===== config.mk =====
export PLATFORM = sky130hd
export DESIGN_NAME = num
export DESIGN_NICKNAME = d
export VERILOG_FILES = /design/src/rtl/num.sv
export SDC_FILE = /design/constraint.sdc
export NUM_CORES = 1
export LEC_CHECK = 0
export CAP_MARGIN = 20
export CORE_ASPECT_RATIO = 1.25
export CORE_MARGIN = 8
export CORE_UTILIZATION = 60
export DETAILED_ROUTE_END_ITERATION = 8
export PLACE_DENSITY = 0.87
export SYNTH_ARGS = -nofsm -noshare
export SYNTH_HDL_FRONTEND = slang
export SYNTH_SLANG_ARGS = --single-unit

===== constraint.sdc =====
create_clock -name clk -period 6.7 [get_ports clk]
set_input_delay 0.67 -clock clk [delete_from_list [all_inputs] [get_ports clk]]
set_output_delay 0.67 -clock clk [all_outputs]
set_load 0.02 [all_outputs]

===== src/rtl/num.sv =====
// NUM: folds ten 6-bit character bytes into a 30-bit binary magnitude, most significant digit first.
// Define NUM_OVERFLOW_EN to add the sticky overflow output; without it the result wraps mod 2^30.
module num (
  input  logic        clk,
  input  logic        rst,
  input  logic        start,
  input  logic [59:0] in,
  output logic        stop,
  output logic [29:0] out
`ifdef NUM_OVERFLOW_EN
  ,
  output logic        overflow
`endif
);

  logic [59:0] sh_q, sh_d;
  logic [29:0] acc_q, acc_d;
  logic [3:0]  cnt_q, cnt_d;
  logic        run_q, run_d;
  logic        stop_q, stop_d;
  logic [5:0]  digit;

  // Reduces a character code to its decimal digit (0..9).
  function automatic logic [5:0] mod10(input logic [5:0] b);
    logic [5:0] r;
    r = b;
    if (r >= 6'd60)      r = r - 6'd60;
    else if (r >= 6'd50) r = r - 6'd50;
    else if (r >= 6'd40) r = r - 6'd40;
    else if (r >= 6'd30) r = r - 6'd30;
    else if (r >= 6'd20) r = r - 6'd20;
    else if (r >= 6'd10) r = r - 6'd10;
    return r;
  endfunction

`ifdef NUM_OVERFLOW_EN
  logic        ovf_q, ovf_d;
  logic [33:0] prod;
  logic [30:0] sum;

  always_comb begin
    prod = ({4'd0, acc_q} << 3) + ({4'd0, acc_q} << 1);
    sum  = {1'b0, prod[29:0]} + {25'd0, digit};
  end
`else
  logic [29:0] next_acc;

  always_comb begin
    next_acc = (acc_q << 3) + (acc_q << 1) + {24'd0, digit};
  end
`endif

  always_comb begin
    sh_d   = sh_q;
    acc_d  = acc_q;
    cnt_d  = cnt_q;
    run_d  = run_q;
    stop_d = 1'b0;
`ifdef NUM_OVERFLOW_EN
    ovf_d  = ovf_q;
`endif
    digit  = mod10(sh_q[59:54]);
    if (start) begin
      sh_d  = in;
      acc_d = 30'd0;
      cnt_d = 4'd0;
      run_d = 1'b1;
`ifdef NUM_OVERFLOW_EN
      ovf_d = 1'b0;
`endif
    end else if (run_q) begin
`ifdef NUM_OVERFLOW_EN
      acc_d = sum[29:0];
      ovf_d = ovf_q | (|prod[33:30]) | sum[30];
`else
      acc_d = next_acc;
`endif
      sh_d  = {sh_q[53:0], 6'd0};
      cnt_d = cnt_q + 4'd1;
      if (cnt_q == 4'd9) begin
        run_d  = 1'b0;
        stop_d = 1'b1;
      end
    end
  end

  always_ff @(posedge clk) begin
    if (rst) begin
      sh_q   <= 60'd0;
      acc_q  <= 30'd0;
      cnt_q  <= 4'd0;
      run_q  <= 1'b0;
      stop_q <= 1'b0;
`ifdef NUM_OVERFLOW_EN
      ovf_q  <= 1'b0;
`endif
    end else begin
      sh_q   <= sh_d;
      acc_q  <= acc_d;
      cnt_q  <= cnt_d;
      run_q  <= run_d;
      stop_q <= stop_d;
`ifdef NUM_OVERFLOW_EN
      ovf_q  <= ovf_d;
`endif
    end
  end

  assign stop = stop_q;
  assign out  = acc_q;
`ifdef NUM_OVERFLOW_EN
  assign overflow = ovf_q;
`endif

endmodule


== Word-level counts from Yosys, hierarchy flattened ==
Cells that the tools add are included.

* Output and inout port bits: 31
* Flip-flop bits (word level): 96
* Logic and storage cells: 37
* Bits of input ports: 63

* Bitwise gates (word level): 1
* Mux-type cells: 12
* Magnitude comparators: 6
* $add $sub $neg: 9
* Reduce and logical (&&, ||, !) cells: 3
* Equality and inequality tests: 1

{| class="wikitable"
|+ Operators by type and width
! operator !! number
|-
| 2-to-1 mux 60 bit || 2
|-
| 2-to-1 mux 6 bit || 6
|-
| adder 30 bit || 1
|-
| adder 30 x 6 -> 30 bit || 1
|-
| greater-or-equal comparator 6 bit (second input constant) || 3
|-
| subtractor 6 bit (second input constant) || 3
|-
| greater-or-equal comparator 6 x 5 -> 1 bit (second input constant) || 2
|-
| subtractor 6 x 5 -> 6 bit (second input constant) || 2
|-
| greater-or-equal comparator 6 x 4 -> 1 bit (second input constant) || 1
|-
| subtractor 6 x 4 -> 6 bit (second input constant) || 1
|-
| adder 4 x 1 -> 4 bit (second input constant) || 1
|-
| equality test 4 bit (second input constant) || 1
|-
| 2-to-1 mux 1 bit || 4
|-
| OR reduction 3 bit || 1
|-
| nonzero test 2 bit || 1
|-
| OR reduction 2 bit || 1
|-
| NOT 1 bit || 1
|}

== Longest topological paths before layout ==
* Depth after elaboration: 8
* Mapped depth: 19

== Worst setup path before layout ==
OpenSTA, ideal clock, no wires.

* Kind: register to register
* Start point: reg sh_q[57]
* End point: reg acc_q[28] (netlist: out[28])
* Path slack: 2294 ps
* Data arrival time: 4319 ps
* Required time: 6613 ps
* Clock period less this slack: 4406 ps
* Buffers on the path: 0
* Stages on the path, launching flop included: 19
* Cell sequence: dfxtp_1 inv_1 ha_1 and3b_1 nor3_4 nand3_1 a311o_1 o211ai_1 o211ai_1 o221ai_1 fa_1 ha_1 and3_1 a221oi_2 o211ai_2 o211ai_2 a2111oi_2 o31a_1 o31ai_1

* Word-level cells in the longest chain between the ends: 8
* Elaborated cells on any way between the ends: 19

{| class="wikitable"
|+ RTL lines
! what !! line !! text
|-
| start, declared || 16 || <nowiki>logic [59:0] sh_q, sh_d;</nowiki>
|-
| start signal, assigned || 89 || <nowiki>sh_q <= 60'd0;</nowiki>
|-
| start signal, assigned || 98 || <nowiki>sh_q <= sh_d;</nowiki>
|-
| subtractor 6 x 4 -> 6 bit / greater-or-equal comparator 6 x 4 -> 1 bit (equally long branches) || 32 || <nowiki>else if (r >= 6'd10) r = r - 6'd10;</nowiki>
|-
| 2-to-1 mux 6 bit || 32 ||
|-
| 2-to-1 mux 6 bit || 31 || <nowiki>else if (r >= 6'd20) r = r - 6'd20;</nowiki>
|-
| 2-to-1 mux 6 bit || 30 || <nowiki>else if (r >= 6'd30) r = r - 6'd30;</nowiki>
|-
| 2-to-1 mux 6 bit || 29 || <nowiki>else if (r >= 6'd40) r = r - 6'd40;</nowiki>
|-
| 2-to-1 mux 6 bit || 28 || <nowiki>else if (r >= 6'd50) r = r - 6'd50;</nowiki>
|-
| 2-to-1 mux 6 bit * || 27 || <nowiki>if (r >= 6'd60) r = r - 6'd60;</nowiki>
|-
| adder 30 x 6 -> 30 bit * || 49 || <nowiki>next_acc = (acc_q << 3) + (acc_q << 1) + {24'd0, digit};</nowiki>
|-
| end signal, assigned || 90 || <nowiki>acc_q <= 30'd0;</nowiki>
|-
| end signal, assigned || 99 || <nowiki>acc_q <= acc_d;</nowiki>
|-
| end, declared || 17 || <nowiki>logic [29:0] acc_q, acc_d;</nowiki>
|}

Mark *: on every way between the ends. The rest lies on a longest branch, timed or not.
A chain may end at the register's enable or synchronous reset.

== Worst setup path in the final report ==
* Start point: reg sh_q[57]
* End point: reg acc_q[25] (netlist: out[25])

The elaborated chain is that of the path after synthesis.

==> impl_metrics.tcl <==
set metrics [dict create \
    slew_headroom 0.442 \
    cpLargestDelayFamily "compound AO/OA/AOI/OAI gates" \
    wl_per_cell_um 16.5 \
    drtIter0Drc 261 \
    drv_cap 0 \
    rsz0062_at_grt "false" \
    crit_fanout 9 \
    ant_nets 0 \
    syn_avg_cell_area_sq_um 8.19 \
    whs_path_depth 2 \
    critical_path.endpoint_type "flop" \
    syn_to_final_growth_pct 19.8 \
    diodes 0 \
    seq_area_frac_synth 0.301 \
    route.detailed.drc 0 \
    placedInstanceArea_sq_um 7340 \
    layout-drive-gt1-share 0.0400 \
    crit_type "flop to flop" \
    peakVddDrop_mv 0.162 \
    grt_max_degree 73 \
    die_x_um 108 \
    cts_tree "yes" \
    nFillCells 798 \
    critPathMostFrequentCell "o211ai_1" \
    clock.fmax_mhz 192 \
    synth_edf_count 0 \
    finalCriticalPeriod_ns 5.21 \
    final-hold-violation-count 0 \
    num_rows 42 \
    synthDistinctLibCells 57 \
    power_density_nw_per_um2 181 \
    antenna_found_initial 0 \
    io_buffers 93 \
    syn-instance-count 779 \
    fin_area_sq_um 7640 \
    rr_worst_depth 17 \
    timing.hold.ws_ns 0.470 \
    ios 94 \
    initial_core_util 0.610 \
    leakage_uw 0.00337 \
    yosys.area.top_type "dfxtp_1" \
    synth_top_area_share 0.301 \
    synth_fp_nets 912 \
    cp.arrival_ns 5.45 \
    cts_buffers 9 \
    cts-htree-levels 3 \
    cts.path.max_buffers 2 \
    setup_tns_ns 0 \
    grt.busiest_layer "met2" \
    die_area_sq_um 14200 \
    max_stage_delay_ns 0.64 \
    fin_crit_sh 0.778 \
    coreArea_sq_um 10500 \
    worstMarginPinSlew_ns 0.838 \
    worstSetupStartpointType "flop" \
    critical_path.slowest_cell "a211oi_1" \
    setup_viol 0 \
    grt_pass1_vias 5731 \
    clkLatencyLatePin_ns 0.35 \
    synth_area_sq_um 6380 \
    grtUsageMet2 0.397 \
    grt.overflow.total 0 \
    root_buffer "clkbuf_16" \
    cp.required_ns 6.94 \
    die_y_um 131 \
    cp_cell_sequence "inv_1, ha_1, and3b_1, nor3_4, nand3_1, a311o_1, o211ai_1, o211ai_1, o221ai_1, fa_1, ha_1, and4_2, o21ai_0, a211oi_1, o211ai_1, and3b_1, o31ai_1" \
    via_per_inst 5.90 \
    cts_hold_buffers 0 \
    hp-class "flop to flop" \
    setup_ws_ns 1.49 \
    slew_violations 0 \
    gr-usage-all-layers 0.227 \
    ys_warn_count 0 \
    postCtsSetupBuffers 0 \
    ys_ff_latch 96 \
    status "completed" \
    use_met1 0.261 \
    grt_pass1_wl_mm 26.9 \
    clkSinkCount 96 \
    clk_pin_slew_ns 0.07 \
    nets 977 \
    yosysMostFrequentCell "nor2_1" \
    cts_resized 0 \
    async_reset_ff_frac 0 \
    synthTopCellsByCount "nor2_1, dfxtp_1, a21oi_1" \
    dpl_worst_slack_ns 1.57 \
    routabilityCongestion 0.970 \
    vias 5783 \
    firstDrtPassIters 5 \
    yosys-top-cells-area "dfxtp_1, ha_1, mux2i_1, nor2_1, a21oi_1" \
    path_depth 17 \
    routed_wirelength_mm 16.2 \
    synth_ff_type "dfxtp_1" \
    path_buf_inv 1 \
    use_met3 0.0445 \
    skew_ns 0.00952 \
    place_hpwl_mm 12.1 \
]
[worst reg2reg max path, cell delays in order (launching register included)]
cell and delay (ns):
dfxtp_1 0.51, inv_1 0.19, ha_1 0.31, and3b_1 0.24, nor3_4 0.33, nand3_1 0.12, a311o_1 0.33, o211ai_1 0.10
o211ai_1 0.12, o221ai_1 0.27, fa_1 0.49, ha_1 0.39, and4_2 0.27, o21ai_0 0.12, a211oi_1 0.64, o211ai_1 0.21
and3b_1 0.22, o31ai_1 0.26
[path summary, 6_finish.rpt]
| kind | from | endpoint | slack, ns |
|---|---|---|---|
| worst max-delay path | sh_q[57] | out[25] | 1.49 |
| worst min register to register | out[29] | out[29] | 0.47 |
| worst min-delay path | out[29] | out[29] | 0.47 |
| worst max register to register | sh_q[57] | out[25] | 1.49 |
[cells by family (layout without fill, tap and decap cells)]
group           after synthesis  after routing  synth area share
fa+ha+maj                    70             70             0.142
mux                          69             69             0.108
xor+xnor                     26             26            0.0357
simple gates                251            251             0.177
flops                        96             96             0.301
compound gates              206            206             0.200
buf+inv                      61            131            0.0359
[power breakdown]
part	switching (uW)	internal [uW]	total, uW
logic	112	112	224
clock network	260	269	529
registers	31.6	596	627
[sequential cells by signal, indices dropped and copies added, names as in the netlist]
| signal | cells |
|---|---|
| run_q | 1 |
| stop | 1 |
| sh_q | 60 |
| cnt_q | 4 |
| out | 30 |
[stage by stage]
stage               total power [uW]  std cells  utilization
CTS                             1390        981        0.731
floorplan                        780        779            -
finish                          1380        981        0.731
global route                    1440        981        0.731
detailed placement               860        965        0.702
global placement                 853        965        0.702
[placed cells by master, fill, tap and decap left out, types with 3 or more instances in the layout]
| cell type | instances |
|---|---|
| nand2b_1 | 6 |
| nor2b_1 | 3 |
| fa_1 | 4 |
| xor2_1 | 12 |
| nand4_1 | 6 |
| o211ai_1 | 4 |
| nor2_1 | 156 |
| ha_1 | 66 |
| inv_1 | 19 |
| xnor2_1 | 14 |
| and2_1 | 4 |
| o21a_1 | 8 |
| a21o_1 | 16 |
| nand2_1 | 34 |
| mux2i_1 | 68 |
| or2_2 | 3 |
| nand3b_1 | 3 |
| and3_1 | 4 |
| o21ai_0 | 33 |
| a31oi_1 | 3 |
| o2111ai_1 | 3 |
| o21bai_1 | 3 |
| dfxtp_1 | 95 |
| buf_4 | 4 |
| clkdlybuf4s50_1 | 91 |
| or3_1 | 4 |
| nand3_1 | 5 |
| o31a_1 | 3 |
| nor3_1 | 4 |
| a211oi_1 | 9 |
| a21boi_0 | 4 |
| nor3b_1 | 10 |
| o31ai_1 | 6 |
| clkbuf_16 | 9 |
| a21oi_1 | 95 |
[per-layer routing]
layer	up-vias	part of all wire
met2	173	0.50
met3	40	0.053
met5	-	0
met1	2676	0.42
li1	2894	-
met4	0	0.028
[final cells by class]
class	count	area (sq um)	area share
Timing Repair Buffer	96	946	0.124
Clock inverter	7	81.3	0.0106
Sequential cell	96	1930	0.252
Tap cell	132	165	0.0216
Multi-Input combinational cell	622	4230	0.553
Inverter	19	71.3	0.00933
Clock buffer	9	225	0.0295
Note: power is estimated with default switching activity, not from simulation.
